File: src/rtl/dcache_arbiter_if.sv
// Request/ack and memory-port bundle for the data-cache arbiter.
// slave = arbiter side, master = requesters plus memory side.
interface dcache_arbiter_if #(
    parameter int AW = 9,
    parameter int DW = 32
);
    logic          cpu_req;
    logic          cpu_we;
    logic [AW-1:0] cpu_addr;
    logic [DW-1:0] cpu_wdata;
    logic          cpu_ack;
    logic [DW-1:0] cpu_rdata;

    logic          host_req;
    logic          host_we;
    logic [AW-1:0] host_addr;
    logic [DW-1:0] host_wdata;
    logic          host_ack;
    logic [DW-1:0] host_rdata;

    logic          dc_ena;
    logic [AW-1:0] dc_addra;
    logic [DW-1:0] dc_douta;
    logic          dc_enb;
    logic          dc_web;
    logic [AW-1:0] dc_addrb;
    logic [DW-1:0] dc_dinb;

    logic [15:0]   conflict_cnt;

    modport slave (
        input  cpu_req, cpu_we, cpu_addr, cpu_wdata,
        output cpu_ack, cpu_rdata,
        input  host_req, host_we, host_addr, host_wdata,
        output host_ack, host_rdata,
        output dc_ena, dc_addra,
        input  dc_douta,
        output dc_enb, dc_web, dc_addrb, dc_dinb,
        output conflict_cnt
    );

    modport master (
        output cpu_req, cpu_we, cpu_addr, cpu_wdata,
        input  cpu_ack, cpu_rdata,
        output host_req, host_we, host_addr, host_wdata,
        input  host_ack, host_rdata,
        input  dc_ena, dc_addra,
        output dc_douta,
        input  dc_enb, dc_web, dc_addrb, dc_dinb,
        input  conflict_cnt
    );
endinterface

File: src/rtl/dcache_arbiter.sv
// Two-requester arbiter for the data cache: CPU vs host, read port A
// (combinational) and write port B (clocked), with bounded host starvation.
module dcache_arbiter #(
    parameter int AW            = 9,
    parameter int DW            = 32,
    parameter int HOST_MAX_WAIT = 4
) (
    input logic clk,
    input logic rst_n,
    dcache_arbiter_if.slave bus
);
    localparam logic [3:0] MAXW = 4'(HOST_MAX_WAIT);

    logic          cpu_rd, cpu_wr;
    logic          host_rd, host_wr;
    logic          conflict;
    logic          host_pri;
    logic          cpu_gnt, host_gnt;
    logic          cpu_gnt_rd, cpu_gnt_wr;
    logic          host_gnt_rd, host_gnt_wr;

    logic          ena, enb;
    logic [AW-1:0] addra, addrb;
    logic [DW-1:0] dinb;
    logic [DW-1:0] rd_data;

    logic          cpu_ack_q, host_ack_q;
    logic [DW-1:0] cpu_rdata_q, host_rdata_q;
    logic [3:0]    wcnt_q;
    logic [15:0]   cnt_q;

    // Nothing is granted while reset is held, so no write can land
    assign cpu_rd  = rst_n & bus.cpu_req & ~bus.cpu_we;
    assign cpu_wr  = rst_n & bus.cpu_req & bus.cpu_we;
    assign host_rd = rst_n & bus.host_req & ~bus.host_we;
    assign host_wr = rst_n & bus.host_req & bus.host_we;

    assign conflict = (cpu_rd & host_rd) | (cpu_wr & host_wr);
    assign host_pri = (wcnt_q == MAXW);

    assign cpu_gnt  = (cpu_rd | cpu_wr) & ~(conflict & host_pri);
    assign host_gnt = (host_rd | host_wr) & ~(conflict & ~host_pri);

    assign cpu_gnt_rd  = cpu_gnt & ~bus.cpu_we;
    assign cpu_gnt_wr  = cpu_gnt & bus.cpu_we;
    assign host_gnt_rd = host_gnt & ~bus.host_we;
    assign host_gnt_wr = host_gnt & bus.host_we;

    always_comb begin
        ena   = 1'b0;
        addra = '0;
        unique case (1'b1)
            cpu_gnt_rd: begin
                ena   = 1'b1;
                addra = bus.cpu_addr;
            end
            host_gnt_rd: begin
                ena   = 1'b1;
                addra = bus.host_addr;
            end
            default: ;
        endcase
    end

    always_comb begin
        enb   = 1'b0;
        addrb = '0;
        dinb  = '0;
        unique case (1'b1)
            cpu_gnt_wr: begin
                enb   = 1'b1;
                addrb = bus.cpu_addr;
                dinb  = bus.cpu_wdata;
            end
            host_gnt_wr: begin
                enb   = 1'b1;
                addrb = bus.host_addr;
                dinb  = bus.host_wdata;
            end
            default: ;
        endcase
    end

    // A read racing a same-address write sees the new data
    assign rd_data = (ena && enb && addra == addrb) ? dinb : bus.dc_douta;

    assign bus.dc_ena   = ena;
    assign bus.dc_addra = addra;
    assign bus.dc_enb   = enb;
    assign bus.dc_web   = enb;
    assign bus.dc_addrb = addrb;
    assign bus.dc_dinb  = dinb;

    always_ff @(posedge clk or negedge rst_n) begin
        if (!rst_n) begin
            cpu_ack_q    <= 1'b0;
            host_ack_q   <= 1'b0;
            cpu_rdata_q  <= '0;
            host_rdata_q <= '0;
        end else begin
            cpu_ack_q  <= cpu_gnt;
            host_ack_q <= host_gnt;
            if (cpu_gnt_rd)
                cpu_rdata_q <= rd_data;
            if (host_gnt_rd)
                host_rdata_q <= rd_data;
        end
    end

    always_ff @(posedge clk or negedge rst_n) begin
        if (!rst_n) begin
            wcnt_q <= '0;
        end else if (!bus.host_req || host_gnt) begin
            wcnt_q <= '0;
        end else if (conflict && wcnt_q < MAXW) begin
            wcnt_q <= wcnt_q + 4'd1;
        end
    end

    always_ff @(posedge clk or negedge rst_n) begin
        if (!rst_n) begin
            cnt_q <= '0;
        end else if (conflict && cnt_q != 16'hFFFF) begin
            cnt_q <= cnt_q + 16'd1;
        end
    end

    assign bus.cpu_ack      = cpu_ack_q;
    assign bus.cpu_rdata    = cpu_rdata_q;
    assign bus.host_ack     = host_ack_q;
    assign bus.host_rdata   = host_rdata_q;
    assign bus.conflict_cnt = cnt_q;
endmodule

File: src/flat_wrapper.sv
// flat-port wrapper written by rule: the top's interface ports become plain ports
module dcache_arbiter_flat 
#(
    parameter int AW            = 9,
    parameter int DW            = 32,
    parameter int HOST_MAX_WAIT = 4
)
  (clk, rst_n, bus_cpu_req, bus_cpu_we, bus_cpu_addr, bus_cpu_wdata, bus_cpu_ack, bus_cpu_rdata, bus_host_req, bus_host_we, bus_host_addr, bus_host_wdata, bus_host_ack, bus_host_rdata, bus_dc_ena, bus_dc_addra, bus_dc_douta, bus_dc_enb, bus_dc_web, bus_dc_addrb, bus_dc_dinb, bus_conflict_cnt);
  dcache_arbiter_if #(.AW(AW), .DW(DW)) bus_i ();
  input logic clk;
  input logic rst_n;
  input wire logic [$bits(bus_i.cpu_req)-1:0] bus_cpu_req;
  input wire logic [$bits(bus_i.cpu_we)-1:0] bus_cpu_we;
  input wire logic [$bits(bus_i.cpu_addr)-1:0] bus_cpu_addr;
  input wire logic [$bits(bus_i.cpu_wdata)-1:0] bus_cpu_wdata;
  output wire logic [$bits(bus_i.cpu_ack)-1:0] bus_cpu_ack;
  output wire logic [$bits(bus_i.cpu_rdata)-1:0] bus_cpu_rdata;
  input wire logic [$bits(bus_i.host_req)-1:0] bus_host_req;
  input wire logic [$bits(bus_i.host_we)-1:0] bus_host_we;
  input wire logic [$bits(bus_i.host_addr)-1:0] bus_host_addr;
  input wire logic [$bits(bus_i.host_wdata)-1:0] bus_host_wdata;
  output wire logic [$bits(bus_i.host_ack)-1:0] bus_host_ack;
  output wire logic [$bits(bus_i.host_rdata)-1:0] bus_host_rdata;
  output wire logic [$bits(bus_i.dc_ena)-1:0] bus_dc_ena;
  output wire logic [$bits(bus_i.dc_addra)-1:0] bus_dc_addra;
  input wire logic [$bits(bus_i.dc_douta)-1:0] bus_dc_douta;
  output wire logic [$bits(bus_i.dc_enb)-1:0] bus_dc_enb;
  output wire logic [$bits(bus_i.dc_web)-1:0] bus_dc_web;
  output wire logic [$bits(bus_i.dc_addrb)-1:0] bus_dc_addrb;
  output wire logic [$bits(bus_i.dc_dinb)-1:0] bus_dc_dinb;
  output wire logic [$bits(bus_i.conflict_cnt)-1:0] bus_conflict_cnt;
  assign bus_i.cpu_req = bus_cpu_req;
  assign bus_i.cpu_we = bus_cpu_we;
  assign bus_i.cpu_addr = bus_cpu_addr;
  assign bus_i.cpu_wdata = bus_cpu_wdata;
  assign bus_cpu_ack = bus_i.cpu_ack;
  assign bus_cpu_rdata = bus_i.cpu_rdata;
  assign bus_i.host_req = bus_host_req;
  assign bus_i.host_we = bus_host_we;
  assign bus_i.host_addr = bus_host_addr;
  assign bus_i.host_wdata = bus_host_wdata;
  assign bus_host_ack = bus_i.host_ack;
  assign bus_host_rdata = bus_i.host_rdata;
  assign bus_dc_ena = bus_i.dc_ena;
  assign bus_dc_addra = bus_i.dc_addra;
  assign bus_i.dc_douta = bus_dc_douta;
  assign bus_dc_enb = bus_i.dc_enb;
  assign bus_dc_web = bus_i.dc_web;
  assign bus_dc_addrb = bus_i.dc_addrb;
  assign bus_dc_dinb = bus_i.dc_dinb;
  assign bus_conflict_cnt = bus_i.conflict_cnt;
  dcache_arbiter #(.AW(AW), .DW(DW), .HOST_MAX_WAIT(HOST_MAX_WAIT)) u_core (.clk(clk), .rst_n(rst_n), .bus(bus_i));
endmodule
File: config.mk
export PLATFORM = sky130hd
export DESIGN_NAME = dcache_arbiter_flat
export DESIGN_NICKNAME = d
export VERILOG_FILES = /design/src/rtl/dcache_arbiter_if.sv /design/src/rtl/dcache_arbiter.sv /design/src/flat_wrapper.sv
export SDC_FILE = /design/constraint.sdc
export NUM_CORES = 1
export LEC_CHECK = 0
export CAP_MARGIN = 40
export CORE_MARGIN = 4
export CORE_UTILIZATION = 40
export CTS_CLUSTER_DIAMETER = 50
export DETAILED_ROUTE_END_ITERATION = 10
export HOLD_SLACK_MARGIN = 0.12
export PLACE_DENSITY = 0.9
export SLEW_MARGIN = 10
export SYNTH_ARGS = -nofsm -noshare
export SYNTH_HDL_FRONTEND = slang
export SYNTH_SLANG_ARGS = --single-unit
File: constraint.sdc
create_clock -name clk -period 3.23 [get_ports clk]
set_input_delay 0.646 -clock clk [delete_from_list [all_inputs] [get_ports clk]]
set_output_delay 0.646 -clock clk [all_outputs]
set_load 0.01 [all_outputs]
[After elaboration in Yosys (flattened, before gate mapping)]
Index checks and enable logic that the tools add are counted.
Word-level totals
  register bits after elaboration: 86
  bits of input ports: 120
  output and inout port bits: 135
  word-level logic and storage cells: 53
Operators by class
  bitwise operators: 24
  eq/ne operators: 3
  $add $sub $neg: 2
  order comparisons: 1
  mux-type cells: 8
  reductions and logical operators: 9
Operator list (number)
  $pmux W32 S2: 1
  $pmux W9 S2: 2
  $mux W32: 1
  $add A16 B1 Y16 const B: 1
  $and A1 B1 Y1: 16
  $ne A16 B16 Y1 const B: 1
  $eq A9 B9 Y1: 1
  $mux W4: 2
  $not A1 Y1: 5
  $add A4 B1 Y4 const B: 1
  $eq A4 B3 Y1 const B: 1
  $logic_and A1 B1 Y1: 4
  $lt A4 B3 Y1 const B: 1
  $reduce_or A2 Y1: 2
  $or A1 B1 Y1: 3
  $mux W1: 2
  $reduce_bool A2 Y1: 1
  $logic_not A1 Y1: 1
  $logic_or A1 B1 Y1: 1

[Depth between registers and ports, before layout]
  depth after elaboration: 13
  mapped depth: 12
  mapped depth without buffers: 10

[Worst setup path before layout]
Ideal clock, no wire load.
  kind: input-to-output
  from: in bus_cpu_req
  to: out bus_dc_dinb[25]
  stages on the path: 6
  slack: 566 ps
  arrival: 2018 ps
  required time: 2584 ps
  path buffers: 3
  path through: buf_2 nand3_1 a31oi_2 clkbuf_1 buf_1 a22o_1
On the way
  word-level cells in the longest chain between the ends: 9
  elaborated cells on any way between the ends: 16
  those cells by class: mux (1); bitwise (15)
RTL lines
  start, declared: RTL line flat_wrapper.sv:12  | input wire logic [$bits(bus_i.cpu_req)-1:0] bus_cpu_req;
  $and A1 B1 Y1 *: RTL line dcache_arbiter.sv:33, dcache_arbiter.sv:34
  $and A1 B1 Y1 (on tied branches): RTL line dcache_arbiter.sv:33, dcache_arbiter.sv:34
  $and A1 B1 Y1: RTL line dcache_arbiter.sv:38  | assign conflict = (cpu_rd & host_rd) | (cpu_wr & host_wr);
  $or A1 B1 Y1: RTL line dcache_arbiter.sv:38
  $and A1 B1 Y1 (on tied branches): RTL line dcache_arbiter.sv:42, dcache_arbiter.sv:41
  $not A1 Y1 (on tied branches): RTL line dcache_arbiter.sv:42, dcache_arbiter.sv:41
  $and A1 B1 Y1 (on tied branches): RTL line dcache_arbiter.sv:42, dcache_arbiter.sv:41
  $and A1 B1 Y1 (on tied branches): RTL line dcache_arbiter.sv:47, dcache_arbiter.sv:45
  $pmux W32 S2 *: RTL line dcache_arbiter.sv:69  | unique case (1'b1)
  end, declared: RTL line flat_wrapper.sv:30  | output wire logic [$bits(bus_i.dc_dinb)-1:0] bus_dc_dinb;
Every way passes the cells marked *; elsewhere a longest branch is shown, timed or not.

[Final worst setup path]
  from: reg u_core.wcnt_q[0]
  to: out bus_dc_dinb[16]
On the way
  word-level cells in the longest chain between the ends: 7
  elaborated cells on any way between the ends: 11
  those cells by class: eq/ne (1); mux (1); bitwise (9)
RTL lines
  start, declared: RTL line dcache_arbiter.sv:29  | logic [3:0] wcnt_q;
  start signal, assigned: RTL line dcache_arbiter.sv:116  | wcnt_q <= wcnt_q + 4'd1;
  $eq A4 B3 Y1 *: RTL line dcache_arbiter.sv:39  | assign host_pri = (wcnt_q == MAXW);
  $not A1 Y1: RTL line dcache_arbiter.sv:42  | assign host_gnt = (host_rd | host_wr) & ~(conflict & ~host_pri);
  $and A1 B1 Y1: RTL line dcache_arbiter.sv:42
  $not A1 Y1: RTL line dcache_arbiter.sv:42
  $and A1 B1 Y1: RTL line dcache_arbiter.sv:42
  $and A1 B1 Y1: RTL line dcache_arbiter.sv:47  | assign host_gnt_wr = host_gnt & bus.host_we;
  $pmux W32 S2 *: RTL line dcache_arbiter.sv:69
Marks and branches as above.

==> run summary <==
The run finished with clean final reports. Placement row count: 40. Summed over all nets, the half-perimeter wirelength after detailed placement is 14.0 mm. The via count of the first global-routing pass was 5,692. In this run, placement finished with an instance count of 956. For this design the ratio of total power to cell area is 430 nW/um^2. At the end of routability-driven placement, the weighted congestion stood at 0.933. In this run the cell area of the synthesized design comes to 4930 sq um. Synthesis produced a netlist with a net count of 639.

The post-layout minimum cycle time works out to 3150 ps. The number of antenna violations at the first check in global routing was 0. For the worst setup path, the data arrival time is 2510 ps.

The tools report the count of hold buffers inserted by post-cts repair as 0. The worst hold path class was in -> async. Clock-pin slew was measured on the worst setup and hold paths at 60 ps. The count of maximum capacitance violations is 0, and the delay of the slowest cell on the worst path is 560 ps. Global routing used 26.1% of the available tracks. Number of iterations in the first detailed-routing pass: 5. In this run the critical register-to-register path is launched from u_core.wcnt_q[0]. Registers are responsible for 37.3% of the overall power.

The switching share of power is 28.6%, and the normalized max-slew margin is 46.2%. The height of the die works out to 119 um. Dividing the final minimum period by the clock period gives 97.7%.

The reg2reg setup slack is 260 ps. The mean area per synthesized cell is 9.56 sq um. TritonCTS built the clock tree. The final layout contains 928 nets. The number of antenna diodes in the final layout is 0. The run gives 0 as the count of yosys warnings during synthesis. The run gives 442 as the DRC marker count from the first detailed-route iteration. The finished layout holds 978 standard cells, fillers aside. The run gives 0 as the count of pins over their slew limit.

The critical path starts at u_core.wcnt_q[0]. The first global-routing pass estimated 29.9 mm of wire. The type of origin of the critical path was a flop. The maximum number of pins on one net before global-route repair was 65.

CTS saw 86 sinks. The most used standard cell by instance count after synthesis was nand2_1. The buffer and inverter count on the worst path works out to 4. For the final count of hold timing violations, the log shows 0. The maximum root-to-sink buffer count is 2, and the actual transition at the worst max-transition pin is 807 ps. The number of distinct standard cells referenced by the synthesized netlist is 54.

The async set-reset flop share out of synthesis came out at 100%. The die covers 14,200 sq um. The cell at the root of the clock tree is clkbuf_16. After detailed routing, the number of vias per cell comes to 5.57.

After detailed routing, the average wire length per cell comes to 19.3 um. The kind of cell with the highest combined delay along the critical path is buffers and inverters. Internal power comes to 2.59 mW. The number of synthesized register bits was 86.

For the worst setup path, the data required time is 2580 ps. The worst-case IR drop observed on VDD is 374 uV. The number of H-tree levels was 3; the cell leakage power was 3.67 nW.

The aggregate routed wire length is 18.8 mm, and the share of Yosys cell area claimed by the top area cell type is 43.6%. In this run the count of I/O pins placed on the die edge is 255. Global routing finished with a remaining overflow of 0. Worst setup skew after layout: 7.74 ps. The number of enable-type register cells in the synthesized netlist is 0. The floorplan step set the die width to 119 um. The slowest stage of the critical path is the clkdlybuf4s50_1 cell. Summing the sequential cell areas from Yosys gives 43.6% of the chip area. For this run, design rule violations remaining after detail routing come to 0. The power share of the clock group was 31.4%. The tools report the maximum frequency from static timing analysis as 317 MHz. The initial utilization of the core area, before any placement, comes to 40.9%. For the remaining antenna violation count after routing, the log shows 0. Sorting the synthesized cells by how often they occur yields 91 x nand2_1, 86 x dfrtp_1, 68 x o31ai_1. The post-route netlist has 16.4% of its cells at a drive strength greater than 1. For the area inside the core boundary, the log shows 12,100 sq um. The worst setup path is of the reg -> out kind. Input and output buffers added on the ports amount to 254. Setup violations remaining at the end of the flow were counted as 0.

Traced cell by cell, the critical path runs through inv_1, ha_1, and3b_1, a31oi_4, buf_4, buf_12, a22o_1, clkdlybuf4s50_1. The worst-path maximum fanout was 13; the total negative slack was 0 ps. For this block, the via count after detailed routing is 5,448. The critical path endpoint category is a primary output. After synthesis, the cell types taking the most area are dfrtp_1 44%, o31ai_1 10%, a22o_1 7.1%. The clock buffer count from CTS was 9; the clock insertion delay at the later pin of the skew report was 350 ps. The most used flip-flop cell after synthesis is dfrtp_1. Combinational cells account for 31.3% of the total power. After technology mapping, the gate count stands at 516. The analysis attributes to net switching a power of 1.04 mW. From synthesis to final layout, the design area changed by 70.7%. The largest total area in the synthesized netlist belongs to dfrtp_1.
==> routing by layer <==
metal  track usage, %  vias to the layer above  part of all wire, %
met5                0                        -                    0
met4             10.6                        0                  2.8
met3             5.60                       52                  7.4
met2             46.7                      272                   52
met1             30.1                     2638                   37
li1                 -                     2486                    -
==> sequential cells by signal, summed over array words and instances (netlist names) <==
name,cells
u_core.bus.cpu_ack,1
u_core.bus.cpu_rdata,32
u_core.bus.conflict_cnt,16
u_core.bus.host_rdata,32
u_core.bus.host_ack,1
u_core.wcnt_q,4
==> path summary, 6_finish.rpt <==
kind,cells after the start,to
worst max-delay path,8,bus_dc_dinb[16]
worst min-delay path,2,u_core.bus.cpu_rdata[13]
worst max register to register,12,u_core.bus.cpu_rdata[26]
worst min register to register,2,u_core.bus.host_rdata[5]
max in group asynchronous,2,u_core.bus.cpu_rdata[27]
min in group clk,2,u_core.bus.host_rdata[5]
==> final cells by class <==
class | count | area (sq um)
Timing Repair Buffer | 322 | 3170
Clock buffer | 11 | 243
Sequential cell | 86 | 2150
Clock inverter | 5 | 81.3
Inverter | 14 | 52.6
Tap cell | 168 | 210
Fill cell | 902 | 3640
Multi-Input combinational cell | 372 | 2510
==> placed cells by master (no fill, tap or decap), types with 3 or more instances in the layout <==
cell,n
ha_1,3
dlygate4sd2_1,4
o31ai_1,68
dfrtp_1,86
xor2_1,8
nor3_1,34
a22o_1,40
and4_1,3
nor2b_1,3
a21oi_1,4
buf_12,7
nand3_1,8
nand2_1,90
a21oi_2,30
o21ai_0,10
buf_4,61
clkbuf_16,9
nor2_1,13
a31oi_1,5
dlymetal6s2s_1,6
xnor2_1,7
clkdlybuf4s50_1,243
and2_1,3
nand4_1,3
inv_1,13
==> through the flow <==
step | utilization, % | hold slack [ps] | power (mW) | area (sq um) | setup slack [ps]
floorplan | - | 350 | 1.76 | 4930 | 566
CTS | 69.4 | 384 | 3.65 | 8370 | 3.11
finish | 69.8 | 390 | 3.62 | 8420 | 75.2
global placement | 66.4 | 460 | 2.45 | 8010 | -28.0
detailed placement | 66.4 | 465 | 2.50 | 8010 | -227
global route | 69.8 | 422 | 3.77 | 8420 | -6.57
==> cells by family after synthesis <==
kind of cell | synth area share (%)
xor+xnor | 3.55
flops | 43.6
fa+ha+maj | 0.761
buf+inv | 6.29
simple gates | 15.8
mux | 0.862
compound gates | 29.1
==> repair_timing <==
| item | in CTS | in global routing |
|---|---|---|
| endpoints found under the setup margin | 28 | 33 |
| gates cloned | 1 | 0 |
| buffers inserted | 1 | 4 |
| resized for setup | 6 | 6 |
| pin swaps | 1 | 1 |
==> power groups by stage <==
stage                     clock network [mW]  logic (mW)  registers, mW
after floorplan                            0       0.320           1.44
after global placement                     0        1.09           1.36
after detailed placement                   0        1.13           1.37
after CTS                               1.16        1.14           1.35
after global routing                    1.19        1.20           1.37
final                                   1.14        1.13           1.35
(Power assumes the default switching activity.)
